==> config.mk <==
export PLATFORM = sky130hd
export DESIGN_NAME = mul_shift
export DESIGN_NICKNAME = d
export VERILOG_FILES = /design/src/rtl/mul_shift.sv
export SDC_FILE = /design/constraint.sdc
export NUM_CORES = 1
export LEC_CHECK = 0
export ABC_AREA = 1
export BUFFER_PORTS_ARGS = -buffer_cell sky130_fd_sc_hd__buf_2
export CORE_MARGIN = 2
export CORE_UTILIZATION = 40
export CTS_CLUSTER_SIZE = 12
export DETAILED_ROUTE_END_ITERATION = 10
export GPL_TIMING_DRIVEN = 0
export PLACE_DENSITY = 0.59
export SLEW_MARGIN = 40
export SYNTH_ARGS = -nofsm -noshare
export SYNTH_HDL_FRONTEND = slang
export SYNTH_SLANG_ARGS = --single-unit
==> constraint.sdc <==
create_clock -name clk -period 5 [get_ports clk]
set_clock_uncertainty 0.2 [all_clocks]
set_input_delay 0.5 -clock clk [delete_from_list [all_inputs] [get_ports clk]]
set_output_delay 0.5 -clock clk [all_outputs]
set_load 0.01 [all_outputs]
==> src/rtl/mul_shift.sv <==
// Sequential shift-add multiplier: 32-bit signed x 16-bit unsigned -> 32-bit signed product + overflow.
// Define MUL_SHIFT_SAT_EN to saturate the product on overflow; otherwise it wraps to the low 32 bits.
module mul_shift (
  input  logic        clk,
  input  logic        rst,
  input  logic        start,
  input  logic [31:0] multiplicand,
  input  logic [15:0] multiplier,
  output logic [31:0] product,
  output logic        busy,
  output logic        done,
  output logic        ovf
);

  typedef enum logic {IDLE, CALC} state_t;

  state_t      state_q, state_d;
  logic [4:0]  cnt_q, cnt_d;
  logic [15:0] mreg_q, mreg_d;
  logic [31:0] mag_q, mag_d;
  logic        neg_q, neg_d;
  logic [47:0] acc_q, acc_d;
  logic [31:0] product_q, product_d;
  logic        ovf_q, ovf_d;
  logic        done_q, done_d;
  logic        busy_q, busy_d;

  logic [47:0] full;
  logic        full_ovf;
  logic [31:0] full_prod;

  // The magnitude accumulates unsigned; sign is applied once at finalize.
  // Overflow means bits [47:31] are not a pure sign extension.
  always_comb begin
    full     = neg_q ? (48'd0 - acc_q) : acc_q;
    full_ovf = !((full[47:31] == '0) || (full[47:31] == '1));
`ifdef MUL_SHIFT_SAT_EN
    if (full_ovf) full_prod = full[47] ? 32'h8000_0000 : 32'h7FFF_FFFF;
    else          full_prod = full[31:0];
`else
    full_prod = full[31:0];
`endif
  end

  always_comb begin
    state_d   = state_q;
    cnt_d     = cnt_q;
    mreg_d    = mreg_q;
    mag_d     = mag_q;
    neg_d     = neg_q;
    acc_d     = acc_q;
    product_d = product_q;
    ovf_d     = ovf_q;
    busy_d    = busy_q;
    done_d    = 1'b0;
    case (state_q)
      IDLE: begin
        if (start) begin
          mag_d   = multiplicand[31] ? (32'd0 - multiplicand) : multiplicand;
          mreg_d  = multiplier;
          neg_d   = multiplicand[31];
          acc_d   = '0;
          cnt_d   = '0;
          busy_d  = 1'b1;
          state_d = CALC;
        end
      end
      CALC: begin
        if (!cnt_q[4]) begin
          if (mreg_q[0]) acc_d = acc_q + ({16'd0, mag_q} << cnt_q[3:0]);
          mreg_d = mreg_q >> 1;
          cnt_d  = cnt_q + 5'd1;
        end else begin
          product_d = full_prod;
          ovf_d     = full_ovf;
          done_d    = 1'b1;
          busy_d    = 1'b0;
          state_d   = IDLE;
        end
      end
      default: state_d = IDLE;
    endcase
  end

  always_ff @(posedge clk) begin
    if (rst) begin
      state_q   <= IDLE;
      cnt_q     <= '0;
      mreg_q    <= '0;
      mag_q     <= '0;
      neg_q     <= 1'b0;
      acc_q     <= '0;
      product_q <= '0;
      ovf_q     <= 1'b0;
      done_q    <= 1'b0;
      busy_q    <= 1'b0;
    end else begin
      state_q   <= state_d;
      cnt_q     <= cnt_d;
      mreg_q    <= mreg_d;
      mag_q     <= mag_d;
      neg_q     <= neg_d;
      acc_q     <= acc_d;
      product_q <= product_d;
      ovf_q     <= ovf_d;
      done_q    <= done_d;
      busy_q    <= busy_d;
    end
  end

  assign product = product_q;
  assign ovf     = ovf_q;
  assign done    = done_q;
  assign busy    = busy_q;

endmodule
==> results.toml <==
[outcome]
status = "finished, final reports clean"

[clock_network]
postCtsResizedCells = 0
ctsRootBufferMaster = "clkbuf_16"
cts_tree = "yes"
postCtsHoldBufs = 0
clk_latency_ns = 0.45
htreeDepth = 4
clk_path_buf_depth = 2
cts_sinks = 138
path_clk_slew_ns = 0.07
cts_made_buffers = 17
cts_setup_buffers = 0

[logic_synthesis]
synth_area_sq_mm = 0.0117
postSynthNetCount = 2111
syn_avg_cell_area_sq_um = 5.83
synth_most_common_cell = "nand2_1"
yosysWarningCount = 0
async_reset_ff_frac = 0
yosys-top-cells-count = "nand2_1 (591), nor2_1 (232), o21ai_0 (207), inv_1 (177), a21oi_1 (175)"
syn_inst = 2009
synth_top_cell_by_area = "dfxtp_1"
synth_edf_count = 0
synth_top_area_frac = 0.236
ys_seq_area_frac = 0.236
synthDistinctLibCells = 48
ys_ff_latch = 138
ys.flop_type = "dfxtp_1"
synth_area_leaders = "dfxtp_1 (24%), nand2_1 (19%), o21ai_0 (8.9%)"

[sta]
setup_viol = 0
maxSlewHeadroom = 0.413
hold_ws_ns = 0.109
fin_crit_sh = 0.891
fin_setup_tns_ns = 0
hold_viol = 0
worstMarginPinSlew_ns = 0.881
grt_setup_unrepaired = "no"
slew_violations = 0
fin_crit_ns = 4.46
fmax_mhz = 224

[routing]
ant_nets = 0
totalWireLength_microns = 43100
firstDrtPassIters = 5
drt-initial-drc-count = 1040
route.detailed.drc = 0
post_drt_wl_per_cell_microns = 17.2
avgViaCountPerCell = 5.30
vias = 13300

[floorplan]
core-area_sq_mm = 0.0288
rows = 62
die_y_microns = 175
io_pins = 86
initial_core_util = 0.407
die_area_sq_mm = 0.0306
die_w_microns = 175

[worst_setup_path]
cpPeakStageDelay_ns = 0.59
worstPathMaxFanout = 10
critPathBufInv = 2
arrival_ns = 4.54
end_kind = "flip-flop"
critPathRequiredTime_ns = 5.09
cp-start-kind = "flip-flop"
cp_top_family = "compound AO/OA/AOI/OAI gates"
crit_top_cell = "nand2_1"
path_cells = "clkbuf_1, clkbuf_1, o21ai_0, nand2_1, o21ai_0, o21ai_0, ha_1, nand2_1, nor2_1, nand2_1, o21ai_0, nand3_1, nand2_1, nand2_1, nand2_1, nand2_1, nand3_1, a21oi_1"
worstSetupPathType = "reg -> reg"
cp_slowest_cell = "o21ai_0"

[placed_design]
post-place-cells = 2477
place.gp.congestion = 0.991
numPortBuffers = 84
hpwl_microns = 36000

[pwr]
peakVddDrop_v = 0.000237
powerDensity_mw_per_mm2 = 250
power_leakage_nw = 6.11

[grt]
antenna_found_initial = 1
grt_pass1_wl_microns = 67800
grt_pass1_vias = 13000
grt_use_total = 0.284
grt_max_degree = 17
grt_overflow = 0

[hold_path]
hp-class = "in -> reg"

[cells_and_area]
fin_nets = 2214
drive_above_1_share = 0.0866
area_delta_synth_final_pct = 13.1
finalNonFillerCells = 2508
num_antenna_cells = 0

[job]
drv_cap = 0
## power by group
part,leakage (nW),switching [mW],internal (mW)
Sequential,1.12,0.0343,1.14
Combinational,4.68,0.510,0.228
Clock,0.307,0.558,0.840
## cell type report
cell class,count,area [sq um]
buffer,79,315
clock buffer,18,429
clock inverter,13,194
fill,3172,15500
inverter,182,686
multi-input combinational,1610,7950
sequential,138,2760
tap,384,480
timing repair buffer,84,420
## placed cells by master (no fill, tap or decap), drive strengths merged
cell type,n
o311ai,2
o211ai,7
fa,1
o31ai,2
o21bai,4
a31oi,30
o21ai,215
buf,103
nor2,245
o21a,5
dfxtp,138
bufinv,4
ha,50
xnor2,9
nand3,136
a21oi,175
nor4,6
a21boi,3
or2,17
nor3,20
nand3b,11
clkinv,6
o41ai,2
inv,185
a211oi,1
o2111ai,1
nand2,603
clkbuf,78
and3,2
a32o,5
nand4,11
o22ai,3
a221oi,1
mux2i,10
a22o,1
xor2,28
a21o,4
## kinds of logic (layout without fill, tap and decap cells)
group | Yosys count | count (layout) | share of synthesized area
simple gates | 1051 | 1051 | 0.375
compound gates | 461 | 461 | 0.213
buf+inv | 261 | 376 | 0.0854
flops | 138 | 138 | 0.236
fa+ha+maj | 51 | 51 | 0.0552
xor+xnor | 37 | 37 | 0.0277
mux | 10 | 10 | 0.00855
## routing by layer
metal / GRT usage / part of all wire / vias up
li1: - / - / 6869
met1: 0.347 / 0.45 / 5988
met2: 0.500 / 0.48 / 355
met3: 0.0348 / 0.040 / 79
met4: 0.124 / 0.038 / 0
met5: 0 / 0 / -
## sequential cells by signal (all words and copies together), names as in the netlist
register,cells
acc_q,48
busy,1
cnt_q,5
done,1
mag_q,32
mreg_q,16
neg_q,1
ovf,1
product,32
state_q,1
## metrics by stage
stage / instance area [sq um] / util / power (mW) / worst slack [ns]
2_1_floorplan: 11700 / - / 1.70 / 1.95
3_3_place_gp: 12600 / 0.438 / 1.93 / 0.715
3_5_place_dp: 12600 / 0.438 / 1.93 / 0.690
4_1_cts: 13200 / 0.460 / 3.32 / 0.668
5_1_grt: 13200 / 0.460 / 3.46 / 0.310
6_report: 13200 / 0.460 / 3.31 / 0.545
## tightest hold or removal path, delay by kind of cell
family	cells	cell delay, ns
buffers and inverters	1	0.09
AOI/OAI and AO/OA	1	0.06
and+or+nand+nor	1	0.06
## worst paths after layout
check | startpoint | slack [ns] | cells after the start | end
hold reg to reg | product[11] | 0.25 | 2 | product[11]
setup / recovery | cnt_q[1] | 0.54 | 18 | acc_q[46]
setup reg to reg | cnt_q[1] | 0.54 | 18 | acc_q[46]
hold / removal | multiplier[15] | 0.11 | 3 | mreg_q[15]
(Power assumes the default switching activity.)
